===== config.mk =====
export PLATFORM = sky130hd
export DESIGN_NAME = ins_fetcher_flat
export DESIGN_NICKNAME = d
export VERILOG_FILES = /design/src/rtl/ins_fetcher_if.sv /design/src/rtl/ins_fetcher.sv /design/src/flat_wrapper.sv
export SDC_FILE = /design/constraint.sdc
export NUM_CORES = 1
export LEC_CHECK = 0
export ABC_AREA = 1
export BUFFER_PORTS_ARGS = -buffer_cell sky130_fd_sc_hd__buf_4
export CAP_MARGIN = 30
export CORE_MARGIN = 2
export CORE_UTILIZATION = 40
export DETAILED_ROUTE_END_ITERATION = 7
export GPL_ROUTABILITY_DRIVEN = 0
export GPL_TIMING_DRIVEN = 0
export PLACE_DENSITY = 0.64
export SETUP_SLACK_MARGIN = 0.2
export SYNTH_ARGS = -nofsm -noshare
export SYNTH_HDL_FRONTEND = slang
export SYNTH_SLANG_ARGS = --single-unit

===== constraint.sdc =====
create_clock -name clk_in -period 4.5 [get_ports clk_in]
set_clock_uncertainty 0.15 [all_clocks]
set_input_delay 0.9 -clock clk_in [delete_from_list [all_inputs] [get_ports clk_in]]
set_output_delay 0.9 -clock clk_in [all_outputs]
set_load 0.03 [all_outputs]

===== src/rtl/ins_fetcher_if.sv =====
// ins_fetcher_if: signal bundle between the instruction fetcher, the
// instruction memory and the decoder/ROB redirect sources.
interface ins_fetcher_if;
  // Handshakes: mem_req_valid is a one-cycle request pulse with no back-pressure,
  // and memory answers each request with exactly one mem_resp_valid pulse.
  // ins_ready keeps ins/pc/predict_nxt_pc stable until an edge with
  // IFetcher_stall low consumes them. All of it advances only while rdy_in is high.
  logic        mem_req_valid;
  logic [31:0] mem_req_addr;
  logic        mem_resp_valid;
  logic [31:0] mem_resp_data;
  logic        ins_ready;
  logic [31:0] ins;
  logic [31:0] pc;
  logic [31:0] predict_nxt_pc;
  logic        IFetcher_stall;
  logic        IFetcher_clear;
  logic [31:0] IFetcher_new_addr;
  logic        rob_flush;
  logic [31:0] rob_flush_addr;

  modport master (
    output mem_req_valid, mem_req_addr, ins_ready, ins, pc, predict_nxt_pc,
    input  mem_resp_valid, mem_resp_data, IFetcher_stall, IFetcher_clear,
    input  IFetcher_new_addr, rob_flush, rob_flush_addr
  );

  modport slave (
    input  mem_req_valid, mem_req_addr, ins_ready, ins, pc, predict_nxt_pc,
    output mem_resp_valid, mem_resp_data, IFetcher_stall, IFetcher_clear,
    output IFetcher_new_addr, rob_flush, rob_flush_addr
  );
endinterface


===== src/rtl/ins_fetcher.sv =====
// ins_fetcher: single-outstanding instruction fetcher with static next-PC
// prediction. Define BRANCH_PREDICT_EN to predict backward branches taken.
module ins_fetcher #(
  parameter logic [31:0] RESET_PC = 32'h0
) (
  input  logic          clk_in,
  input  logic          rst_in,
  input  logic          rdy_in,
  ins_fetcher_if.master bus,
  output logic [2:0]    dbg_state
);

  localparam logic [6:0] OP_JAL    = 7'b1101111;
  localparam logic [6:0] OP_JALR   = 7'b1100111;
  localparam logic [6:0] OP_BRANCH = 7'b1100011;

  typedef enum logic [1:0] {
    IDLE  = 2'd0,
    WAIT  = 2'd1,
    HOLD  = 2'd2,
    BLOCK = 2'd3
  } state_t;

  state_t      state;
  logic        drop;
  logic        jalr_pend;
  logic [31:0] fetch_pc;

  logic [31:0] rdata;
  logic [6:0]  opcode;
  logic        is_jal;
  logic        is_jalr;
  logic        br_taken;
  logic [31:0] imm_j;
  logic [31:0] br_target;
  logic [31:0] pred_pc;
  logic        redirect;
  logic [31:0] redir_pc;

  assign rdata   = bus.mem_resp_data;
  assign opcode  = rdata[6:0];
  assign is_jal  = (opcode == OP_JAL);
  assign is_jalr = (opcode == OP_JALR);
  assign imm_j   = {{12{rdata[31]}}, rdata[19:12], rdata[20], rdata[30:21], 1'b0};

`ifdef BRANCH_PREDICT_EN
  logic [31:0] imm_b;
  assign imm_b     = {{20{rdata[31]}}, rdata[7], rdata[30:25], rdata[11:8], 1'b0};
  assign br_taken  = (opcode == OP_BRANCH) && rdata[31];
  assign br_target = fetch_pc + imm_b;
`else
  assign br_taken  = 1'b0;
  assign br_target = fetch_pc + 32'd4;
`endif

  // JALR targets are unknown here: fall through and block until the decoder redirects.
  always_comb begin
    pred_pc = fetch_pc + 32'd4;
    if (is_jal)        pred_pc = fetch_pc + imm_j;
    else if (br_taken) pred_pc = br_target;
  end

  // ROB flush outranks a decoder redirect; targets are always word aligned.
  assign redirect  = bus.rob_flush | bus.IFetcher_clear;
  assign redir_pc  = (bus.rob_flush ? bus.rob_flush_addr : bus.IFetcher_new_addr)
                     & 32'hFFFF_FFFC;
  assign dbg_state = {drop, state};

  always_ff @(posedge clk_in or negedge rst_in) begin
    if (!rst_in) begin
      state              <= IDLE;
      drop               <= 1'b0;
      jalr_pend          <= 1'b0;
      fetch_pc           <= RESET_PC;
      bus.mem_req_valid  <= 1'b0;
      bus.mem_req_addr   <= 32'd0;
      bus.ins_ready      <= 1'b0;
      bus.ins            <= 32'd0;
      bus.pc             <= 32'd0;
      bus.predict_nxt_pc <= 32'd0;
    end else if (rdy_in) begin
      case (state)
        IDLE: begin
          if (redirect) begin
            fetch_pc <= redir_pc;
          end else begin
            bus.mem_req_valid <= 1'b1;
            bus.mem_req_addr  <= fetch_pc & 32'hFFFF_FFFC;
            state             <= WAIT;
          end
        end
        WAIT: begin
          bus.mem_req_valid <= 1'b0;
          if (bus.mem_resp_valid) begin
            drop <= 1'b0;
            if (redirect) begin
              fetch_pc <= redir_pc;
              state    <= IDLE;
            end else if (drop) begin
              state <= IDLE;
            end else begin
              bus.ins            <= rdata;
              bus.pc             <= (fetch_pc & 32'hFFFF_FFFE) | {31'd0, br_taken};
              bus.predict_nxt_pc <= pred_pc;
              bus.ins_ready      <= 1'b1;
              jalr_pend          <= is_jalr;
              state              <= HOLD;
            end
          end else if (redirect) begin
            // The request is already out; remember to throw its answer away.
            fetch_pc <= redir_pc;
            drop     <= 1'b1;
          end
        end
        HOLD: begin
          if (redirect) begin
            fetch_pc      <= redir_pc;
            bus.ins_ready <= 1'b0;
            state         <= IDLE;
          end else if (!bus.IFetcher_stall) begin
            fetch_pc      <= bus.predict_nxt_pc;
            bus.ins_ready <= 1'b0;
            state         <= jalr_pend ? BLOCK : IDLE;
          end
        end
        BLOCK: begin
          if (redirect) begin
            fetch_pc <= redir_pc;
            state    <= IDLE;
          end
        end
        default: state <= IDLE;
      endcase
    end
  end

endmodule

===== src/flat_wrapper.sv =====
// flat-port wrapper written by rule: the top's interface ports become plain ports
module ins_fetcher_flat 
#(
  parameter logic [31:0] RESET_PC = 32'h0
)
  (clk_in, rst_in, rdy_in, dbg_state, bus_mem_req_valid, bus_mem_req_addr, bus_ins_ready, bus_ins, bus_pc, bus_predict_nxt_pc, bus_mem_resp_valid, bus_mem_resp_data, bus_IFetcher_stall, bus_IFetcher_clear, bus_IFetcher_new_addr, bus_rob_flush, bus_rob_flush_addr);
  ins_fetcher_if bus_i ();
  input  logic clk_in;
  input  logic rst_in;
  input  logic rdy_in;
  output logic [2:0] dbg_state;
  output wire logic [$bits(bus_i.mem_req_valid)-1:0] bus_mem_req_valid;
  output wire logic [$bits(bus_i.mem_req_addr)-1:0] bus_mem_req_addr;
  output wire logic [$bits(bus_i.ins_ready)-1:0] bus_ins_ready;
  output wire logic [$bits(bus_i.ins)-1:0] bus_ins;
  output wire logic [$bits(bus_i.pc)-1:0] bus_pc;
  output wire logic [$bits(bus_i.predict_nxt_pc)-1:0] bus_predict_nxt_pc;
  input wire logic [$bits(bus_i.mem_resp_valid)-1:0] bus_mem_resp_valid;
  input wire logic [$bits(bus_i.mem_resp_data)-1:0] bus_mem_resp_data;
  input wire logic [$bits(bus_i.IFetcher_stall)-1:0] bus_IFetcher_stall;
  input wire logic [$bits(bus_i.IFetcher_clear)-1:0] bus_IFetcher_clear;
  input wire logic [$bits(bus_i.IFetcher_new_addr)-1:0] bus_IFetcher_new_addr;
  input wire logic [$bits(bus_i.rob_flush)-1:0] bus_rob_flush;
  input wire logic [$bits(bus_i.rob_flush_addr)-1:0] bus_rob_flush_addr;
  assign bus_mem_req_valid = bus_i.mem_req_valid;
  assign bus_mem_req_addr = bus_i.mem_req_addr;
  assign bus_ins_ready = bus_i.ins_ready;
  assign bus_ins = bus_i.ins;
  assign bus_pc = bus_i.pc;
  assign bus_predict_nxt_pc = bus_i.predict_nxt_pc;
  assign bus_i.mem_resp_valid = bus_mem_resp_valid;
  assign bus_i.mem_resp_data = bus_mem_resp_data;
  assign bus_i.IFetcher_stall = bus_IFetcher_stall;
  assign bus_i.IFetcher_clear = bus_IFetcher_clear;
  assign bus_i.IFetcher_new_addr = bus_IFetcher_new_addr;
  assign bus_i.rob_flush = bus_rob_flush;
  assign bus_i.rob_flush_addr = bus_rob_flush_addr;
  ins_fetcher #(.RESET_PC(RESET_PC)) u_core (.clk_in(clk_in), .rst_in(rst_in), .rdy_in(rdy_in), .bus(bus_i), .dbg_state(dbg_state));
endmodule

Word-level counts from Yosys, hierarchy flattened. Index checks and enable logic that the tools add are counted.

Add/sub/neg operators: 2. Eq/ne operators: 12. Mux-type cells: 25. Bitwise gates (word level): 3. Reduce and logical (&&, ||, !) cells: 12.

Operator list (count): 32-bit two-way mux (5); 32-bit case mux with 2 select lines (1); 32-bit by 3-bit adder with 32-bit output (second input constant) (1); 32-bit adder (1); 2-bit two-way mux (8); 7-bit == test (second input constant) (2); 3-bit AND reduction (4); 5-bit AND reduction (2); 1-bit two-way mux (8); 2-bit inequality test (second input constant) (4); 2-bit case mux with 4 select lines (1); 6-bit AND reduction (1); 2-bit nonzero test (3); 2-bit == test (second input constant) (2); 2-bit by 1-bit inequality test with 1-bit output (second input constant) (2); 1-bit case mux with 2 select lines (2); 3-bit by 2-bit inequality test with 1-bit output (second input constant) (1); 3-bit OR reduction (1); 2-bit by 1-bit == test with 1-bit output (second input constant) (1); 2-bit zero test (1); 1-bit inverter (2); 1-bit bitwise OR (1).

Bits in registers: 163. Bits of input ports: 103. Output and inout port bits: 133. Word-level logic and storage cells: 64.

Logic depth before layout (Yosys ltp).
Word-level depth: 4. Gate-level depth with buffers: 15. Gate-level depth less buffers: 15.

Worst setup path after synthesis. OpenSTA, ideal clock, no wires.

Path type: input-to-reg. From: in bus_mem_resp_data[21]. To: reg u_core.bus.predict_nxt_pc[25]. Library setup time: 117 ps. Arrival time: 2280 ps. Required time: 4233 ps. Slack: 1954 ps. Cell stages on the path: 15. Buffers on the path: 0. Cell sequence: ha_1 > inv_1 > fa_1 > inv_1 > nand3_1 > nand3_1 > nand2_1 > nand2_1 > nand2_1 > nand3_1 > nand2_1 > nand3_1 > nand2_1 > nand2_1 > nand2_1.

Longest elaborated chain between the ends: 2.

Ends and longest elaborated chain: from (decl) (line flat_wrapper.sv:19) `input wire logic [$bits(bus_i.mem_resp_data)-1:0] bus_mem_resp_data;`; 32-bit adder (line ins_fetcher.sv:59) `if (is_jal) pred_pc = fetch_pc + imm_j;`; 32-bit two-way mux (line ins_fetcher.sv:59); to (signal assigned) (line ins_fetcher.sv:104) `bus.predict_nxt_pc <= pred_pc;`; to (decl) (line ins_fetcher_if.sv:23) `output mem_req_valid, mem_req_addr, ins_ready, ins, pc, predict_nxt_pc,`.

Every way passes these cells. A chain may end at the register's enable or synchronous reset.

Final worst setup path.
From: in bus_mem_resp_data[21]. To: reg u_core.bus.predict_nxt_pc[17].

Same word-level chain as after synthesis.

==> flow_metrics.env <==
export IMPL_outcome="completed"
export IMPL_hold_buffers=0
export IMPL_ys_flop_type="dfrtp_1"
export IMPL_p_leak_nw=7.06
export IMPL_clockBufferDepth=2
export IMPL_dp_hpwl_mm=27.4
export IMPL_fin_nets=1815
export IMPL_totalNegativeSetupSlack_ps=0
export IMPL_path_cells="buf_4 -> ha_1 -> inv_1 -> fa_1 -> inv_1 -> nand3_1 -> nand3_1 -> nand2_1 -> nand2_1 -> a21oi_1 -> nand2_1 -> nand2_1 -> o21ai_0 -> nand2_1 -> nand2_1"
export IMPL_reg2reg_to="u_core.bus.predict_nxt_pc[17]"
export IMPL_cts_resized=0
export IMPL_startpoint="bus_mem_resp_data[21]"
export IMPL_slowest_delay_ps=410
export IMPL_r2r_slack_ps=1900
export IMPL_yosysTopAreaCellShare_pct=39.8
export IMPL_grt_max_degree=85
export IMPL_synth_top_family_by_area="simple AND/OR/NAND/NOR gates"
export IMPL_cts_buffers=17
export IMPL_drt_vias_per_instance=5.08
export IMPL_overflow=0
export IMPL_dp_slack_ps=1390
export IMPL_path_class="in -> reg"
export IMPL_yosysWarnings=0
export IMPL_rsz0062_at_grt="no"
export IMPL_stdcell_area_mm2=0.0130
export IMPL_synthMuxAreaShare_pct=2.93
export IMPL_crit_arrival_ps=2950
export IMPL_p_seq_share_pct=33.0
export IMPL_post_cts_repair_setup_buffers=0
export IMPL_rows=58
export IMPL_drv_cap=0
export IMPL_synthArstFlopShare_pct=100
export IMPL_drc=0
export IMPL_antenna_found_initial=1
export IMPL_rr_startpoint="u_core.fetch_pc[2]"
export IMPL_slew_violations=0
export IMPL_clkPwrFrac_pct=18.8
export IMPL_track_usage_pct=26.2
export IMPL_diodes=0
export IMPL_synth_area_mm2=0.0102
export IMPL_cp_max_fo=4
export IMPL_numClockSinks=163
export IMPL_power_net_switching_mw=3.62
export IMPL_end_kind="flip-flop"
export IMPL_sw_frac_of_total_pct=46.7
export IMPL_syn_instance_count=1431
export IMPL_p_comb_share_pct=48.2
export IMPL_drt_initial_drc_count=1040
export IMPL_die_h_um=164
export IMPL_first_pass_iters=7
export IMPL_cp_start_kind="input pin"
export IMPL_synth_cell_types=45
export IMPL_io_pins=236
export IMPL_intPower_mw=4.13
export IMPL_hold_viol=0
export IMPL_cpMaxStageDelayCell="fa_1"
export IMPL_grt_pass1_wl_mm=53.2
export IMPL_cp_required_ps=4720
export IMPL_grt_pass1_vias=9717
export IMPL_layout_setup_ws_ps=1770
export IMPL_synth_xor_area_share_pct=1.45
export IMPL_start_util_pct=40.7
export IMPL_finalSetupViolCount=0
export IMPL_crit_family="simple AND/OR/NAND/NOR gates"
export IMPL_io_buffers=227
export IMPL_place_area_mm2=0.0124
export IMPL_worst_pin_slew_ps=672
export IMPL_cts_max_level=4
export IMPL_drive_gt1_share_pct=21.3
export IMPL_drt_wirelength_per_cell_um=17.2
export IMPL_drt_wl_total_mm=34.8
export IMPL_clockRootBuffer="clkbuf_16"
export IMPL_fmax_ghz=0.366
export IMPL_dieArea_mm2=0.0269
export IMPL_maxSlewHeadroom_pct=54.8
export IMPL_crit_top_cell="nand2_1"
export IMPL_die_w_um=164
export IMPL_timing_final_crit_share_pct=60.7
export IMPL_ir_drop_v=0.000307
export IMPL_fin_util_pct=51.6
export IMPL_synth_seq_cells=163
export IMPL_final_antenna_net_count=0
export IMPL_synthAdderAreaFrac_pct=3.98
export IMPL_synth_top_area_cell="dfrtp_1"
export IMPL_cp_num_cells=15
export IMPL_syn_to_final_growth_pct=26.7
export IMPL_synthTopCellsByArea="dfrtp_1, nand2_1, inv_1"
export IMPL_tritoncts="yes"
export IMPL_insertion_delay_ps=440
export IMPL_min_period_ps=2730
export IMPL_synth_edf_count=0
export IMPL_r2r_cells=13
export IMPL_fp_coreArea_mm2=0.0252
export IMPL_hold_class="in -> async"
export IMPL_crit_buf_inv=3
export IMPL_ys_seq_area_share_pct=39.8
export IMPL_crit_end="u_core.bus.predict_nxt_pc[17]"
export IMPL_synth_compound_area_share_pct=12.1
export IMPL_synth_area_per_cell_um2=7.16
export IMPL_path_clk_slew_ps=70
export IMPL_synth_simple_area_share_pct=30.4
export IMPL_cellPowerDensity_mw_per_mm2=597
export IMPL_finalPower_mw=7.75
export IMPL_vias=10300
[how the worst min path moves through the flow]
stage                                     to  slack, ps  depth (start not counted)
global route               u_core.bus.pc[11]        330                          1
CTS                        u_core.bus.pc[11]        310                          1
finish                     u_core.bus.pc[11]        280                          1
global placement    u_core.bus.mem_req_valid        310                          2
floorplan                   u_core.jalr_pend        300                          2
detailed placement         u_core.bus.ins[9]        320                          2
[synthesized netlist by cell type (all sizes together) (2+ instances only)]
cell type / instances
nand3: 72
o21bai: 2
buf: 36
a21oi: 62
o21ai: 141
mux2i: 30
nand3b: 6
a31oi: 6
clkbuf: 15
dfrtp: 163
or2: 2
nand4: 5
nor3: 19
a21o: 2
inv: 172
ha: 31
xor2: 16
nand2: 537
nor2: 102
nor4: 3
[flip-flops by register name, summed over array words and instances (netlist names)]
name / count
u_core.bus.mem_req_addr: 30
u_core.bus.pc: 31
u_core.bus.predict_nxt_pc: 32
u_core.drop: 1
u_core.jalr_pend: 1
u_core.bus.mem_req_valid: 1
u_core.fetch_pc: 32
u_core.bus.ins_ready: 1
u_core.bus.ins: 32
u_core.state: 2
[power groups by stage]
stage / clock [mW] / combinational, mW / sequential, mW
after floorplan: 0 / 1.56 / 3.25
after global placement: 0 / 3.68 / 2.56
after detailed placement: 0 / 3.73 / 2.56
after CTS: 1.47 / 3.75 / 2.54
after global routing: 1.53 / 4.09 / 2.61
final: 1.45 / 3.74 / 2.56
[metal layers]
layer | track usage (%) | part of all wire (%) | vias up
met3 | 4.97 | 7.1 | 71
met2 | 41.7 | 46 | 399
li1 | - | - | 5038
met1 | 35.1 | 43 | 4757
met5 | 0 | 0.037 | -
met4 | 10.4 | 3.4 | 2
[kinds of logic (layout without fill, tap and decap cells)]
group	Yosys count	after routing
AND/OR/NAND/NOR	748	748
other	1	3
AO/OA/AOI/OAI	217	217
multiplexers	30	30
flip-flops	163	163
XOR/XNOR	17	17
buffers and inverters	223	481
adder cells (fa/ha/maj)	32	32
[stage by stage]
stage | hold slack [ps] | instances
CTS | 309 | 2021
global placement | 311 | 1990
floorplan | 297 | 1433
finish | 278 | 2021
global route | 335 | 2021
detailed placement | 319 | 1991
[worst reg2reg max path, cell delays in order, from the launching register on]
cell and delay, ps:
dfrtp_1 520, inv_1 200, fa_1 470, inv_1 150
nand3_1 80, nand3_1 150, nand2_1 70, nand2_1 140
a21oi_1 100, nand2_1 70, nand2_1 40, o21ai_0 180
nand2_1 120, nand2_1 100
[cells in the final DEF, fill, tap and decap left out, types with 2 or more instances in the layout]
| cell type | n |
|---|---|
| nor4_4 | 3 |
| inv_2 | 9 |
| a21oi_1 | 60 |
| o21bai_1 | 2 |
| a31oi_1 | 6 |
| clkbuf_16 | 17 |
| conb_1 | 3 |
| nand3_1 | 70 |
| or2_2 | 2 |
| nor3_2 | 2 |
| clkbuf_8 | 4 |
| nand4_1 | 5 |
| nand3_2 | 2 |
| buf_2 | 21 |
| a21o_1 | 2 |
| nand3b_1 | 6 |
| nor3_1 | 16 |
| dfrtp_1 | 163 |
| inv_6 | 2 |
| ha_1 | 31 |
| nor2_1 | 92 |
| mux2i_1 | 30 |
| clkbuf_1 | 14 |
| buf_4 | 232 |
| nand2_1 | 532 |
| nand2_2 | 4 |
| o21ai_2 | 30 |
| o21ai_0 | 76 |
| clkinv_4 | 5 |
| xor2_1 | 16 |
| o21ai_1 | 35 |
| nor2_2 | 8 |
| inv_1 | 163 |
| buf_6 | 9 |
[final cells by class]
type | count | area, µm²
inverters | 172 | 646
clock inverters | 9 | 96.3
plain buffers | 51 | 309
well taps | 330 | 413
multi-input cells | 1047 | 5220
flip-flops and latches | 163 | 4080
fillers | 2458 | 12200
repair buffers | 228 | 1740
clock buffers | 21 | 480
No activity file was read; power rests on OpenSTA's default activity.
